## src/rtl/seg7_pkg.sv

```systemverilog
`default_nettype none
// ============================================================================
//  Module      : seg7_pkg
//  Description : Shared constants for the seven-segment scan controller:
//                hex-to-segment table, blank pattern and drive polarities.
//  Revision    : 1.0 - initial release
// ============================================================================
package seg7_pkg;

    // Every segment and the decimal point dark
    localparam logic [7:0] SEG_OFF = 8'hFF;

    // Active-low drive levels for segments and digit anodes
    localparam logic c_seg_lit  = 1'b0;
    localparam logic c_seg_dark = 1'b1;
    localparam logic c_an_on    = 1'b0;
    localparam logic c_an_off   = 1'b1;

    // Sixteen 8-bit entries, entry n at bits [8n+7:8n]; bit 7 (dp) is dark,
    // bits 6..0 are g..a, active-low.
    localparam logic [127:0] c_hex_seg = {
        8'h8E, 8'h86, 8'hA1, 8'hC6,   // F E D C
        8'h83, 8'h88, 8'h90, 8'h80,   // B A 9 8
        8'hF8, 8'h82, 8'h92, 8'h99,   // 7 6 5 4
        8'hB0, 8'hA4, 8'hF9, 8'hC0    // 3 2 1 0
    };

endpackage
`default_nettype wire

```

## src/rtl/seg7_hex_decode.sv

```systemverilog
`default_nettype none
// ============================================================================
//  Module      : seg7_hex_decode
//  Description : Combinational hex nibble to active-low segment decoder with
//                decimal point and per-digit blanking.
//  Revision    : 1.0 - initial release
// ============================================================================
module seg7_hex_decode
    import seg7_pkg::*;
(
    input  logic [3:0] i_nibble,
    input  logic       i_dp,
    input  logic       i_blank,
    output logic [7:0] o_seg
);

    // Table lookup, then overlay the dp bit; blanking overrides everything
    always_comb begin
        o_seg    = c_hex_seg[{i_nibble, 3'b000} +: 8];
        o_seg[7] = i_dp ? c_seg_lit : c_seg_dark;
        if (i_blank) begin
            o_seg = SEG_OFF;
        end
    end

endmodule
`default_nettype wire

```

## src/rtl/seg7_scan_ctrl.sv

```systemverilog
`default_nettype none
// ============================================================================
//  Module      : seg7_scan_ctrl
//  Description : Multiplexed seven-segment display scanner with page select,
//                frame snapshots (tear-free), leading-zero blanking and a
//                global blank. Outputs are registered and active-low.
//  Revision    : 1.0 - initial release
// ============================================================================
module seg7_scan_ctrl
    import seg7_pkg::*;
#(
    parameter int NUM_DIGITS = 4,
    parameter int NUM_PAGES  = 2,
    parameter int DIV_TERM   = 262144
) (
    input  logic                                                 CLK,
    input  logic                                                 RST,
    input  logic [4*NUM_DIGITS*NUM_PAGES-1:0]                    Data,
    input  logic [((NUM_PAGES > 1) ? $clog2(NUM_PAGES) : 1)-1:0] Sel,
    input  logic [NUM_DIGITS-1:0]                                Dp,
    input  logic                                                 LzbEn,
    input  logic                                                 Blank,
    output logic [NUM_DIGITS-1:0]                                AN,
    output logic [7:0]                                           Seg,
    output logic                                                 FrameStart
);

    localparam int c_idx_w  = (NUM_DIGITS > 1) ? $clog2(NUM_DIGITS) : 1;
    localparam int c_cnt_w  = $clog2(DIV_TERM);
    localparam int c_page_w = 4 * NUM_DIGITS;

    localparam logic [c_cnt_w-1:0] c_cnt_last = c_cnt_w'(DIV_TERM - 1);
    localparam logic [c_idx_w-1:0] c_idx_last = c_idx_w'(NUM_DIGITS - 1);

    logic [c_cnt_w-1:0]    r_div_cnt;
    logic [c_idx_w-1:0]    r_idx;
    logic                  r_first;
    logic                  r_valid;
    logic [c_page_w-1:0]   r_snap_data;
    logic [NUM_DIGITS-1:0] r_snap_dp;
    logic                  r_snap_lzb;
    logic                  r_snap_void;
    logic [NUM_DIGITS-1:0] r_an;
    logic [7:0]            r_seg;
    logic                  r_frame_start;

    logic                  w_tick;
    logic                  w_wrap;
    logic                  w_load;
    logic [c_page_w-1:0]   w_page;
    logic                  w_sel_ok;
    logic [c_page_w-1:0]   w_shifted;
    logic                  w_lzb_blank;
    logic                  w_dp;
    logic [NUM_DIGITS-1:0] w_an_drive;
    logic [7:0]            w_seg_dec;

    assign w_tick = (r_div_cnt == c_cnt_last);
    assign w_wrap = w_tick && (r_idx == c_idx_last);
    // A new frame starts right after reset and whenever the scan wraps to digit 0
    assign w_load = r_first || w_wrap;

    // Prescaler: free-running 0..DIV_TERM-1
    always_ff @(posedge CLK) begin
        if (RST) begin
            r_div_cnt <= '0;
        end else if (w_tick) begin
            r_div_cnt <= '0;
        end else begin
            r_div_cnt <= r_div_cnt + 1'b1;
        end
    end

    // Digit index: advance one slot per tick, wrap after the last digit
    always_ff @(posedge CLK) begin
        if (RST) begin
            r_idx <= '0;
        end else if (w_wrap) begin
            r_idx <= '0;
        end else if (w_tick) begin
            r_idx <= r_idx + 1'b1;
        end
    end

    // Page mux; an out-of-range select yields a void (all-blank) frame
    always_comb begin
        w_page   = '0;
        w_sel_ok = (int'(Sel) < NUM_PAGES);
        for (int p = 0; p < NUM_PAGES; p++) begin
            if (int'(Sel) == p) begin
                w_page = Data[p*c_page_w +: c_page_w];
            end
        end
    end

    // Frame snapshot: inputs are captured only at frame boundaries so a frame never tears
    always_ff @(posedge CLK) begin
        if (RST) begin
            r_first     <= 1'b1;
            r_valid     <= 1'b0;
            r_snap_data <= '0;
            r_snap_dp   <= '0;
            r_snap_lzb  <= 1'b0;
            r_snap_void <= 1'b0;
        end else begin
            r_first <= 1'b0;
            if (w_load) begin
                r_valid     <= 1'b1;
                r_snap_data <= w_page;
                r_snap_dp   <= Dp;
                r_snap_lzb  <= LzbEn;
                r_snap_void <= !w_sel_ok;
            end
        end
    end

    // Current digit: nibble is the low end of the shifted page, and the digit is
    // a leading zero when it and everything above it are zero
    always_comb begin
        w_shifted   = r_snap_data >> {r_idx, 2'b00};
        w_lzb_blank = r_snap_lzb && (r_idx != '0) && (w_shifted == '0);
        w_dp        = 1'b0;
        w_an_drive  = '0;
        for (int i = 0; i < NUM_DIGITS; i++) begin
            w_an_drive[i] = (int'(r_idx) == i) ? c_an_on : c_an_off;
            if (int'(r_idx) == i) begin
                w_dp = r_snap_dp[i];
            end
        end
    end

    seg7_hex_decode u_hex_decode (
        .i_nibble (w_shifted[3:0]),
        .i_dp     (w_dp),
        .i_blank  (r_snap_void || w_lzb_blank),
        .o_seg    (w_seg_dec)
    );

    // Registered drivers: dark during reset, global blank, or before the first snapshot
    always_ff @(posedge CLK) begin
        if (RST || Blank || !r_valid) begin
            r_an  <= {NUM_DIGITS{c_an_off}};
            r_seg <= SEG_OFF;
        end else begin
            r_an  <= w_an_drive;
            r_seg <= w_seg_dec;
        end
    end

    // Frame-start strobe follows the snapshot load by one cycle
    always_ff @(posedge CLK) begin
        if (RST) begin
            r_frame_start <= 1'b0;
        end else begin
            r_frame_start <= w_load;
        end
    end

    assign AN         = r_an;
    assign Seg        = r_seg;
    assign FrameStart = r_frame_start;

endmodule
`default_nettype wire

```

## config.mk

```make
export PLATFORM = sky130hd
export DESIGN_NAME = seg7_scan_ctrl
export DESIGN_NICKNAME = d
export VERILOG_FILES = /design/src/rtl/seg7_pkg.sv /design/src/rtl/seg7_hex_decode.sv /design/src/rtl/seg7_scan_ctrl.sv
export SDC_FILE = /design/constraint.sdc
export NUM_CORES = 1
export LEC_CHECK = 0
export CAP_MARGIN = 30
export CORE_MARGIN = 4
export CORE_UTILIZATION = 45
export DETAILED_ROUTE_END_ITERATION = 8
export MAX_ROUTING_LAYER = met4
export PLACE_DENSITY = 0.74
export SLEW_MARGIN = 25
export SYNTH_ARGS = -nofsm -noshare
export SYNTH_HDL_FRONTEND = slang
export SYNTH_HIERARCHICAL = 1
export SYNTH_SLANG_ARGS = --single-unit
```

## constraint.sdc

```tcl
create_clock -name CLK -period 2.4 [get_ports CLK]
set_input_delay 0.36 -clock CLK [delete_from_list [all_inputs] [get_ports CLK]]
set_output_delay 0.36 -clock CLK [all_outputs]
set_load 0.01 [all_outputs]
```

==> results.sh <==
export IMPL_wl_um=6370
export IMPL_wire_per_inst_um=14.4
export IMPL_arrival_ns=2.35
export IMPL_numCtsBuffers=5
export IMPL_p_leak_nw=1.30
export IMPL_finalPower_w=0.00193
export IMPL_clock_latency_ns=0.32
export IMPL_rows=29
export IMPL_root_buffer="clkbuf_8"
export IMPL_syn_area_um2=2910
export IMPL_critical_path_required_ns=2.61
export IMPL_syn_instance_count=315
export IMPL_pwr_share_clk_pct=34.1
export IMPL_dp_hpwl_um=4760
export IMPL_grt_use_total_pct=17.8
export IMPL_skew_ns=0.0136
export IMPL_fmax_ghz=0.468
export IMPL_slew_viol_final=0
export IMPL_cts_max_level=2
export IMPL_grt_max_degree=23
export IMPL_nNetsFinal=417
export IMPL_worst_setup_path_type="reg -> reg"
export IMPL_finalCritPeriodShare_pct=89.1
export IMPL_antenna_found_initial=0
export IMPL_slew_headroom_pct=55.5
export IMPL_clockBufferDepth=2
export IMPL_maxCapViolCount=0
export IMPL_clock_sinks=56
export IMPL_switchingPower_w=0.000479
export IMPL_cts_hold_buf=0
export IMPL_ys_warn_count=6
export IMPL_synth_seq_area_share_pct=38.5
export IMPL_grt_overflow=0
export IMPL_power_density_nw_per_um2=528
export IMPL_grt_pass1_wl_um=10900
export IMPL_min_period_ns=2.14
export IMPL_synthArstFlopShare_pct=0
export IMPL_rsz0062_at_grt="false"
export IMPL_r2r_slack_ns=0.26
export IMPL_setup_viol=0
export IMPL_p_sw_share_pct=24.9
export IMPL_dieHeight_um=88.4
export IMPL_synth_area_per_cell_um2=9.24
export IMPL_ir_worst_vdd_mv=0.276
export IMPL_dr_pass1_iters=4
export IMPL_io_buffers=53
export IMPL_synth_edf_count=0
export IMPL_drcViolationCount=0
export IMPL_p_int_w=0.00145
export IMPL_start_kind="flip-flop"
export IMPL_synth_seq_cells=56
export IMPL_synth_area_leaders="dfxtp_1, a211oi_1, mux2i_1, ha_1, mux4_2"
export IMPL_hold_ws_ns=0.474
export IMPL_mappedNetlistNets=368
export IMPL_gp_congestion=0.895
export IMPL_clk_pin_slew_ns=0.11
export IMPL_ant_nets=0
export IMPL_hold_viol_final=0
export IMPL_die_area_um2=7810
export IMPL_ys_flop_type="dfxtp_1"
export IMPL_cp_max_fo=6
export IMPL_final_seq_area_um2=1120
export IMPL_grt_pass1_vias=2329
export IMPL_fin_setup_tns_ns=0
export IMPL_vias=2443
export IMPL_hold_path_class="reg -> reg"
export IMPL_io_pins=54
export IMPL_crit_path_end_kind="flip-flop"
export IMPL_utilization_pct=57.8
export IMPL_die_w_um=88.4
export IMPL_cts_tree="done"
export IMPL_ctsResizeCount=0
export IMPL_yosysTopAreaCellShare_pct=38.5
export IMPL_cts_setup_buffers=0
export IMPL_pwr_share_comb_pct=13.8
export IMPL_syn2layout_area_growth_pct=25.4
export IMPL_multi_input_area_um2=1640
export IMPL_yosysTopAreaCell="dfxtp_1"
export IMPL_layout_drive_gt1_share_pct=7.95
export IMPL_vias_per_cell=5.53
export IMPL_drtIter0Drc=89
export IMPL_max_slew_worst_pin_slew_ns=0.666
export IMPL_coreArea_um2=6310
export IMPL_initial_utilization_pct=46.1
export IMPL_seqPwrFrac_pct=52.2
export IMPL_nFillCells=583
export IMPL_synth_cell_types=43
export IMPL_antenna_cells=0
export IMPL_status="finished, final reports clean"
==> critical path, stage by stage, from the launching register on <==
cell and delay, ns:
dfxtp_1 0.42, mux4_2 0.61, ha_1 0.25, nor2b_1 0.14, a2111oi_0 0.38, a31oi_1 0.08, nand2b_1 0.15
==> final cells by class <==
type,instances,share of cell area [%]
Sequential cell,56,30.7
Timing Repair Buffer,66,17.2
Clock buffer,5,1.89
Multi-Input combinational cell,224,45.0
Tap cell,77,2.64
Clock inverter,3,1.37
Inverter,11,1.13
==> sequential cells by signal, summed over array words and instances (netlist names) <==
signal,cells
AN,4
FrameStart,1
Seg,8
r_div_cnt,18
r_first,1
r_idx,2
r_snap_data,16
r_snap_dp,4
r_snap_lzb,1
r_valid,1
==> path summary, 6_finish.rpt <==
check / cells after the start / from / end
worst min-delay path: 1 / r_div_cnt[0] / r_div_cnt[0]
worst min register to register: 1 / r_div_cnt[0] / r_div_cnt[0]
worst max register to register: 6 / r_idx[0] / Seg[3]
worst max-delay path: 6 / r_idx[0] / Seg[3]
==> power groups by stage <==
| stage | registers (W) | logic (W) | clock network, W |
|---|---|---|---|
| 3_3_place_gp | 0.00102 | 0.000259 | 0 |
| 2_1_floorplan | 0.00101 | 0.000157 | 0 |
| 3_5_place_dp | 0.00103 | 0.000265 | 0 |
| 4_1_cts | 0.00100 | 0.000267 | 0.000668 |
| 5_1_grt | 0.00101 | 0.000296 | 0.000703 |
| 6_report | 0.00100 | 0.000265 | 0.000656 |
==> metrics by stage <==
step           instances  setup WS (ns)  instance area (um^2)
2_1_floorplan        315          0.101                  2910
3_3_place_gp         434          0.358                  3530
4_1_cts              442          0.283                  3650
6_report             442          0.261                  3650
3_5_place_dp         434          0.300                  3530
5_1_grt              442         0.0325                  3650
==> cell usage after synthesis, types with 3 or more instances <==
| master | instances |
|---|---|
| and4_1 | 5 |
| o211ai_1 | 5 |
| dfxtp_1 | 56 |
| nand4_1 | 7 |
| a31oi_1 | 6 |
| nor3_1 | 3 |
| a21oi_1 | 8 |
| a211oi_1 | 32 |
| nor4_1 | 5 |
| o21ai_0 | 9 |
| buf_2 | 8 |
| xor2_1 | 6 |
| xnor2_1 | 8 |
| nand2_1 | 22 |
| nand2b_1 | 10 |
| clkbuf_1 | 15 |
| mux4_2 | 4 |
| inv_1 | 11 |
| nor3b_1 | 6 |
| ha_1 | 12 |
| nand3_1 | 6 |
| mux2i_1 | 23 |
| nor2_1 | 20 |
| nor4b_1 | 5 |
==> routing by layer <==
layer	vias up	GRT usage, %	wire (um)
met2	48	28.0	3080
met4	0	3.85	46
met5	-	-	0
li1	1248	-	-
met1	1141	23.9	2980
met3	6	3.45	259
==> layout by cell type (no fill, tap or decap), drive strengths merged, types with 2 or more instances in the layout <==
cell | synthesis | layout
o21ai | 9 | 9
nor4b | 5 | 5
a21oi | 8 | 8
xnor2 | 8 | 8
a2111oi | 2 | 2
mux2i | 23 | 23
o211ai | 5 | 5
nor3b | 6 | 6
clkdlybuf4s50 | 0 | 53
dfxtp | 56 | 56
nand2b | 10 | 10
nand3 | 6 | 6
clkbuf | 15 | 5
nand3b | 2 | 2
mux4 | 4 | 4
buf | 9 | 13
and4 | 5 | 5
a211oi | 32 | 32
ha | 12 | 12
a31oi | 6 | 6
nor3 | 3 | 3
nand2 | 22 | 22
nor2 | 20 | 20
xor2 | 6 | 6
nand4 | 8 | 8
nor4 | 5 | 5
inv | 11 | 13
nor2b | 2 | 2
or3 | 3 | 3
==> kinds of logic (layout without fill, tap and decap cells) <==
group | after synthesis | after routing | synth area share [%]
mux | 27 | 27 | 11.0
fa+ha+maj | 12 | 12 | 5.16
flops | 56 | 56 | 38.5
buf+inv | 35 | 85 | 4.99
simple gates | 102 | 102 | 19.7
xor+xnor | 14 | 14 | 4.22
compound gates | 69 | 69 | 16.4
(Power assumes the default switching activity.)
